**config.mk**
```make
export PLATFORM = sky130hd
export DESIGN_NAME = sdram_host_arbiter_flat
export DESIGN_NICKNAME = d
export VERILOG_FILES = /design/src/rtl/sdram_host_arbiter_if.sv /design/src/rtl/sdram_host_arbiter.sv /design/src/flat_wrapper.sv
export SDC_FILE = /design/constraint.sdc
export NUM_CORES = 1
export LEC_CHECK = 0
export CAP_MARGIN = 20
export CORE_MARGIN = 10
export CORE_UTILIZATION = 35
export CTS_CLUSTER_DIAMETER = 60
export DETAILED_ROUTE_END_ITERATION = 12
export SETUP_SLACK_MARGIN = 0.2
export SYNTH_ARGS = -nofsm -noshare
export SYNTH_HDL_FRONTEND = slang
export SYNTH_SLANG_ARGS = --single-unit
```
**constraint.sdc**
```tcl
create_clock -name clk -period 2.1 [get_ports clk]
set_input_delay 0.42 -clock clk [delete_from_list [all_inputs] [get_ports clk]]
set_output_delay 0.42 -clock clk [all_outputs]
set_load 0.03 [all_outputs]
```
**src/rtl/sdram_host_arbiter_if.sv**
```systemverilog
// rtl/sdram_host_arbiter_if.sv - port A/B requester buses and SDRAM controller host port
interface sdram_host_arbiter_if;
  logic        a_req;
  logic        a_wr;
  logic [24:0] a_addr;
  logic [7:0]  a_wdata;
  logic [7:0]  a_rdata;
  logic        a_ack;

  logic        b_req;
  logic        b_wr;
  logic [23:0] b_addr;
  logic [1:0]  b_be;
  logic [15:0] b_wdata;
  logic [15:0] b_rdata;
  logic        b_ack;

  logic [24:0] h_addr;
  logic [15:0] h_wdata;
  logic [15:0] h_rdata;
  logic        h_wr_en;
  logic [1:0]  h_bytesel;
  logic        h_access;
  logic        h_compl;
  logic        h_config_done;

  // arbiter side
  modport slave (
    input  a_req, a_wr, a_addr, a_wdata,
    output a_rdata, a_ack,
    input  b_req, b_wr, b_addr, b_be, b_wdata,
    output b_rdata, b_ack,
    output h_addr, h_wdata, h_wr_en, h_bytesel, h_access,
    input  h_rdata, h_compl, h_config_done
  );

  // requesters plus controller side
  modport master (
    output a_req, a_wr, a_addr, a_wdata,
    input  a_rdata, a_ack,
    output b_req, b_wr, b_addr, b_be, b_wdata,
    input  b_rdata, b_ack,
    input  h_addr, h_wdata, h_wr_en, h_bytesel, h_access,
    output h_rdata, h_compl, h_config_done
  );
endinterface

```
**src/rtl/sdram_host_arbiter.sv**
```systemverilog
// rtl/sdram_host_arbiter.sv - serialises CPU byte port A and word port B onto the SDRAM host port
module sdram_host_arbiter #(
  parameter int          CACHE_EN     = 1,
  parameter int unsigned B_STARVE_MAX = 4
) (
  input  logic                 clk,
  input  logic                 reset,
  sdram_host_arbiter_if.slave  bus,
  output logic                 busy
);
  typedef enum logic [1:0] {WAIT_CFG, IDLE, XFER, RESP} state_t;

  localparam bit         USE_CACHE  = (CACHE_EN != 0);
  localparam logic [3:0] STARVE_MAX = 4'(B_STARVE_MAX);

  state_t      state, state_d;
  logic [3:0]  starve;
  logic        cache_valid;
  logic [23:0] cache_tag;
  logic [15:0] cache_data;
  logic        cur_a, cur_wr, cur_lsb;
  logic [23:0] cur_word;

  logic        grant_a, grant_b, a_hit, b_null, start_xfer;
  logic        a_ack_d, b_ack_d, busy_d;
  logic [7:0]  a_hit_byte;

  always_comb begin
    grant_a    = bus.a_req && !(bus.b_req && starve == STARVE_MAX);
    grant_b    = bus.b_req && !grant_a;
    a_hit      = USE_CACHE && !bus.a_wr && cache_valid && (cache_tag == bus.a_addr[24:1]);
    b_null     = bus.b_wr && (bus.b_be == 2'b00);
    a_hit_byte = bus.a_addr[0] ? cache_data[15:8] : cache_data[7:0];
    start_xfer = (state == IDLE) && ((grant_a && !a_hit) || (grant_b && !b_null));
  end

  always_ff @(posedge clk) begin
    if (reset) state <= WAIT_CFG;
    else       state <= state_d;
  end

  always_comb begin
    state_d = state;
    case (state)
      WAIT_CFG: if (bus.h_config_done) state_d = IDLE;
      IDLE: begin
        if (grant_a)      state_d = a_hit ? RESP : XFER;
        else if (grant_b) state_d = b_null ? RESP : XFER;
      end
      XFER:     if (bus.h_compl) state_d = RESP;
      RESP:     state_d = IDLE;
      default:  state_d = WAIT_CFG;
    endcase
  end

  // Next values of the registered outputs; acks fire on entry to RESP.
  always_comb begin
    a_ack_d = 1'b0;
    b_ack_d = 1'b0;
    if (state == IDLE) begin
      a_ack_d = grant_a && a_hit;
      b_ack_d = grant_b && b_null;
    end else if (state == XFER && bus.h_compl) begin
      a_ack_d = cur_a;
      b_ack_d = !cur_a;
    end
    busy_d = (state_d != IDLE);
  end

  always_ff @(posedge clk) begin
    if (reset) begin
      bus.a_ack     <= 1'b0;
      bus.b_ack     <= 1'b0;
      bus.a_rdata   <= '0;
      bus.b_rdata   <= '0;
      bus.h_access  <= 1'b0;
      bus.h_wr_en   <= 1'b0;
      bus.h_bytesel <= '0;
      bus.h_addr    <= '0;
      bus.h_wdata   <= '0;
      busy          <= 1'b1;
      starve        <= '0;
      cache_valid   <= 1'b0;
      cache_tag     <= '0;
      cache_data    <= '0;
      cur_a         <= 1'b0;
      cur_wr        <= 1'b0;
      cur_lsb       <= 1'b0;
      cur_word      <= '0;
    end else begin
      bus.a_ack <= a_ack_d;
      bus.b_ack <= b_ack_d;
      busy      <= busy_d;

      if (state == IDLE) begin
        if (grant_a && bus.b_req && starve != 4'hF) starve <= starve + 4'd1;
        if (grant_b) starve <= '0;
        if (grant_a && a_hit) bus.a_rdata <= a_hit_byte;
      end

      // Command fields are latched once here and held for the whole access.
      if (start_xfer) begin
        bus.h_access <= 1'b1;
        cur_a        <= grant_a;
        cur_lsb      <= bus.a_addr[0];
        if (grant_a) begin
          cur_wr        <= bus.a_wr;
          cur_word      <= bus.a_addr[24:1];
          bus.h_addr    <= {1'b0, bus.a_addr[24:1]};
          bus.h_wdata   <= {2{bus.a_wdata}};
          bus.h_wr_en   <= bus.a_wr;
          bus.h_bytesel <= bus.a_addr[0] ? 2'b10 : 2'b01;
        end else begin
          cur_wr        <= bus.b_wr;
          cur_word      <= bus.b_addr;
          bus.h_addr    <= {1'b0, bus.b_addr};
          bus.h_wdata   <= bus.b_wdata;
          bus.h_wr_en   <= bus.b_wr;
          bus.h_bytesel <= bus.b_wr ? bus.b_be : 2'b11;
        end
      end

      if (state == XFER && bus.h_compl) begin
        bus.h_access <= 1'b0;
        bus.h_wr_en  <= 1'b0;
        if (cur_a && !cur_wr) bus.a_rdata <= cur_lsb ? bus.h_rdata[15:8] : bus.h_rdata[7:0];
        if (!cur_a && !cur_wr) bus.b_rdata <= bus.h_rdata;
        if (USE_CACHE && cur_a && !cur_wr) begin
          cache_valid <= 1'b1;
          cache_tag   <= cur_word;
          cache_data  <= bus.h_rdata;
        end else if (cur_wr && cache_tag == cur_word) begin
          cache_valid <= 1'b0;
        end
      end
    end
  end
endmodule

```
**src/flat_wrapper.sv**
```systemverilog
// flat-port wrapper written by rule: the top's interface ports become plain ports
module sdram_host_arbiter_flat 
#(
  parameter int          CACHE_EN     = 1,
  parameter int unsigned B_STARVE_MAX = 4
)
  (clk, reset, busy, bus_a_req, bus_a_wr, bus_a_addr, bus_a_wdata, bus_a_rdata, bus_a_ack, bus_b_req, bus_b_wr, bus_b_addr, bus_b_be, bus_b_wdata, bus_b_rdata, bus_b_ack, bus_h_addr, bus_h_wdata, bus_h_wr_en, bus_h_bytesel, bus_h_access, bus_h_rdata, bus_h_compl, bus_h_config_done);
  sdram_host_arbiter_if bus_i ();
  input  logic clk;
  input  logic reset;
  output logic busy;
  input wire logic [$bits(bus_i.a_req)-1:0] bus_a_req;
  input wire logic [$bits(bus_i.a_wr)-1:0] bus_a_wr;
  input wire logic [$bits(bus_i.a_addr)-1:0] bus_a_addr;
  input wire logic [$bits(bus_i.a_wdata)-1:0] bus_a_wdata;
  output wire logic [$bits(bus_i.a_rdata)-1:0] bus_a_rdata;
  output wire logic [$bits(bus_i.a_ack)-1:0] bus_a_ack;
  input wire logic [$bits(bus_i.b_req)-1:0] bus_b_req;
  input wire logic [$bits(bus_i.b_wr)-1:0] bus_b_wr;
  input wire logic [$bits(bus_i.b_addr)-1:0] bus_b_addr;
  input wire logic [$bits(bus_i.b_be)-1:0] bus_b_be;
  input wire logic [$bits(bus_i.b_wdata)-1:0] bus_b_wdata;
  output wire logic [$bits(bus_i.b_rdata)-1:0] bus_b_rdata;
  output wire logic [$bits(bus_i.b_ack)-1:0] bus_b_ack;
  output wire logic [$bits(bus_i.h_addr)-1:0] bus_h_addr;
  output wire logic [$bits(bus_i.h_wdata)-1:0] bus_h_wdata;
  output wire logic [$bits(bus_i.h_wr_en)-1:0] bus_h_wr_en;
  output wire logic [$bits(bus_i.h_bytesel)-1:0] bus_h_bytesel;
  output wire logic [$bits(bus_i.h_access)-1:0] bus_h_access;
  input wire logic [$bits(bus_i.h_rdata)-1:0] bus_h_rdata;
  input wire logic [$bits(bus_i.h_compl)-1:0] bus_h_compl;
  input wire logic [$bits(bus_i.h_config_done)-1:0] bus_h_config_done;
  assign bus_i.a_req = bus_a_req;
  assign bus_i.a_wr = bus_a_wr;
  assign bus_i.a_addr = bus_a_addr;
  assign bus_i.a_wdata = bus_a_wdata;
  assign bus_a_rdata = bus_i.a_rdata;
  assign bus_a_ack = bus_i.a_ack;
  assign bus_i.b_req = bus_b_req;
  assign bus_i.b_wr = bus_b_wr;
  assign bus_i.b_addr = bus_b_addr;
  assign bus_i.b_be = bus_b_be;
  assign bus_i.b_wdata = bus_b_wdata;
  assign bus_b_rdata = bus_i.b_rdata;
  assign bus_b_ack = bus_i.b_ack;
  assign bus_h_addr = bus_i.h_addr;
  assign bus_h_wdata = bus_i.h_wdata;
  assign bus_h_wr_en = bus_i.h_wr_en;
  assign bus_h_bytesel = bus_i.h_bytesel;
  assign bus_h_access = bus_i.h_access;
  assign bus_i.h_rdata = bus_h_rdata;
  assign bus_i.h_compl = bus_h_compl;
  assign bus_i.h_config_done = bus_h_config_done;
  sdram_host_arbiter #(.CACHE_EN(CACHE_EN), .B_STARVE_MAX(B_STARVE_MAX)) u_core (.clk(clk), .reset(reset), .bus(bus_i), .busy(busy));
endmodule
```
==> impl_metrics.toml <==
[outcome]
run_status = "finished clean"

[global_route]
globalRouteTotalUtil_pct = 16.3
first_pass_grt_wire_length_um = 31200
vias_in_the_first_global_route = 5624
grt_max_degree = 54
antenna_found_initial = 3
grt_overflow_total = 0

[job]
cap_viol_max_count = 0

[drt]
detailroute.via_count = 5659
drt-pass1-iter-count = 4
postRouteWirelength_um = 19800
wl_per_cell_um = 16.9
final_antenna_net_count = 0
drc = 0
detail_route.vias_per_cell = 4.82
drt_first_iter_violations = 261

[synthesis]
synth_edf_count = 0
synth-main-ff-cell = "sky130_fd_sc_hd__dfxtp_1"
postSynth.asyncResetShare_pct = 0
synth_cells = 736
xor_xnor_fraction_of_synth_area_pct = 7.12
synth_sequential_area_ratio_pct = 39.4
postSynthNetCount = 837
multiplexer_area_fraction_after_synthesis_pct = 12.6
synthesis.yosys.warnings = 0
synthAdderAreaFrac_pct = 0.407
syn-cell-area_um2 = 6150
synth_compound_area_share_pct = 11.6
syn_area_per_cell_um2 = 8.36
synth.ff_latch_count = 121
synthSimpleGateAreaFrac_pct = 24.0
synth_cell_type_count = 45
main_combinational_cell_family_by_area_after_synthesis = "simple AND/OR/NAND/NOR gates"

[final_layout]
finalNonFillerCells = 1174
final_stage_net_count = 1037
final_design_area_no_fill_um2 = 9370
area_growth_syn_to_layout_pct = 52.3
fill_cells = 1618
share_of_post_route_cells_with_drive_strength_above_1_pct = 17.8

[clock_tree]
cts.hold.buffers_added = 0
number_of_buffers_created_by_cts = 17
clkSinkCount = 121
clk_root_buffer_cell = "sky130_fd_sc_hd__clkbuf_16"
clock_tree.htree_level_count = 4
clkLatencyLatePin_ps = 410
clk_pin_slew_worst_paths_ps = 60
clock_tree.buffer_depth = 2
tritoncts_clock_tree = "done"

[floorplanning]
die_area_um2 = 23300
core_area_um2 = 17200
start_util_pct = 35.7
chipWidth_um = 153
die_height_um = 153
design.portCount = 171
rows = 48

[setup_path]
cp_max_fo = 7
cp-end-kind = "flop"
cp-start-kind = "primary input"
r2r-start = "u_core.cache_tag[11]"
crit_required_ps = 2390
path_class = "in2reg"
arrival_ps = 2370
worst_setup_path_startpoint = "bus_b_req"

[sta]
slew_headroom_pct = 58.7
grt_setup_unrepaired = "yes"
hold_viol_final = 0
fin_tns_setup_ps = 0
fmax_ghz = 0.480
worst_slew_pin_tran_ps = 618
final-setup-viol-count = 0
final-max-slew-violation-count = 0
post-route-period-util_pct = 99.3
fin_worst_skew_ps = 11.5
whs_ps = 451
timing.final.crit_period_ps = 2080

[place]
io_buffers = 169
placer_congestion = 0.792
post_dp_hpwl_um = 14200
placedCellCount = 1128
placed_cell_area_um2 = 8330

[power]
powerDensity_nw_per_um2 = 709
max-vdd-ir-drop_mv = 0.593
power.total_mw = 6.64
total_leakage_power_nw = 4.22

[hold_path]
timing.hold.worst.start = "u_core.bus.b_rdata[0]"
hold_class = "reg2reg"
report_power, final:
part / switching (mW) / leakage, nW / internal [mW] / total [mW]
Sequential: 0.0783 / 0.984 / 2.38 / 2.46
Clock: 1.08 / 0.281 / 1.89 / 2.96
Combinational: 0.583 / 2.95 / 0.631 / 1.21
layer usage:
layer	GRT usage (%)	part of all wire, %
met1	21.0	47
met2	25.1	45
met3	6.49	6.9
met4	3.50	0.55
met5	0	0.065
cell usage in the layout, fill, tap and decap left out, drive strengths merged, types with 11 or more instances in the layout:
master | netlist | final
clkbuf | 34 | 22
dlygate4sd2 | 0 | 43
xor2 | 26 | 26
mux2i | 21 | 21
dlymetal6s2s | 0 | 16
xnor2 | 24 | 24
nand2 | 193 | 193
mux2 | 40 | 40
clkdlybuf4s50 | 0 | 109
a21oi | 112 | 112
nor3 | 22 | 22
nor2b | 43 | 43
dfxtp | 121 | 121
nand3b | 11 | 11
buf | 18 | 62
critical path, cell delays in order:
cell and delay, ps:
sky130_fd_sc_hd__clkdlybuf4s50_1 530, sky130_fd_sc_hd__nand4b_1 130, sky130_fd_sc_hd__and2_4 190, sky130_fd_sc_hd__o21ai_1 310
sky130_fd_sc_hd__a41o_4 200, sky130_fd_sc_hd__buf_6 130, sky130_fd_sc_hd__buf_12 130, sky130_fd_sc_hd__mux2_1 310
final timing paths:
check	to	slack, ps	cells past startpoint
worst max register to register	u_core.bus.h_wdata[1]	30	7
worst min register to register	u_core.bus.b_rdata[0]	450	2
worst min-delay path	u_core.bus.b_rdata[0]	450	2
worst max-delay path	u_core.bus.h_wdata[1]	20	8
cells in the mapped netlist, types with 2 or more instances:
library cell / number / area share (%)
sky130_fd_sc_hd__a211o_1: 8 / 1.1
sky130_fd_sc_hd__a21oi_1: 112 / 9.1
sky130_fd_sc_hd__a41o_1: 2 / 0.33
sky130_fd_sc_hd__and2_1: 3 / 0.31
sky130_fd_sc_hd__buf_1: 8 / 0.49
sky130_fd_sc_hd__buf_12: 4 / 1.3
sky130_fd_sc_hd__buf_2: 4 / 0.33
sky130_fd_sc_hd__clkbuf_1: 34 / 2.1
sky130_fd_sc_hd__dfxtp_1: 121 / 39
sky130_fd_sc_hd__ha_1: 2 / 0.41
sky130_fd_sc_hd__inv_1: 5 / 0.31
sky130_fd_sc_hd__mux2_1: 10 / 1.8
sky130_fd_sc_hd__mux2_4: 30 / 7.3
sky130_fd_sc_hd__mux2i_1: 21 / 3.4
sky130_fd_sc_hd__nand2_1: 193 / 12
sky130_fd_sc_hd__nand2b_1: 6 / 0.61
sky130_fd_sc_hd__nand3_1: 5 / 0.41
sky130_fd_sc_hd__nand3b_1: 11 / 1.3
sky130_fd_sc_hd__nand4_1: 7 / 0.71
sky130_fd_sc_hd__nor2_1: 10 / 0.61
sky130_fd_sc_hd__nor2b_1: 43 / 4.4
sky130_fd_sc_hd__nor3_1: 20 / 1.6
sky130_fd_sc_hd__nor3_2: 2 / 0.33
sky130_fd_sc_hd__nor4_1: 5 / 0.51
sky130_fd_sc_hd__or3_1: 2 / 0.20
sky130_fd_sc_hd__xnor2_1: 24 / 3.4
sky130_fd_sc_hd__xor2_1: 26 / 3.7
sequential cells by signal, indices dropped and copies added, names as in the netlist, 2 cells and up:
signal and flops:
u_core.bus.b_rdata 16, u_core.starve 4, u_core.bus.a_rdata 8, u_core.cache_data 16, u_core.bus.h_wdata 16, u_core.bus.h_addr 24
u_core.state 2, u_core.bus.h_bytesel 2, u_core.cache_tag 24
cell type report:
class | count | area, µm² | area share, %
antenna | 2 | 5.00 | 0.0534
tap | 225 | 282 | 3.01
sequential | 121 | 2430 | 26.0
timing repair buffer | 233 | 2430 | 25.9
clock inverter | 11 | 149 | 1.59
clock buffer | 19 | 443 | 4.73
multi-input combinational | 558 | 3610 | 38.5
inverter | 5 | 18.8 | 0.200
stage by stage:
| stage | worst slack, ps | utilization (%) |
|---|---|---|
| 6_report | 15.3 | 54.3 |
| 3_3_place_gp | -526 | 48.3 |
| 3_5_place_dp | -593 | 48.3 |
| 4_1_cts | 12.2 | 53.3 |
| 2_1_floorplan | 208 | - |
| 5_1_grt | -76.1 | 54.3 |
cell families (layout without fill, tap and decap cells):
kind of cell,Yosys count,count (layout)
buf+inv,57,268
other cells,1,3
compound gates,130,130
simple gates,314,314
fa+ha+maj,2,2
mux,61,61
flops,121,121
xor+xnor,50,50
repair_timing:
item                                    in CTS  in global routing
gates cloned                                 4                  3
gates resized for setup                     84                 33
pin swaps                                   17                 12
endpoints found under the setup margin      81                 67
setup buffers                                7                  0
(Power assumes the default switching activity.)
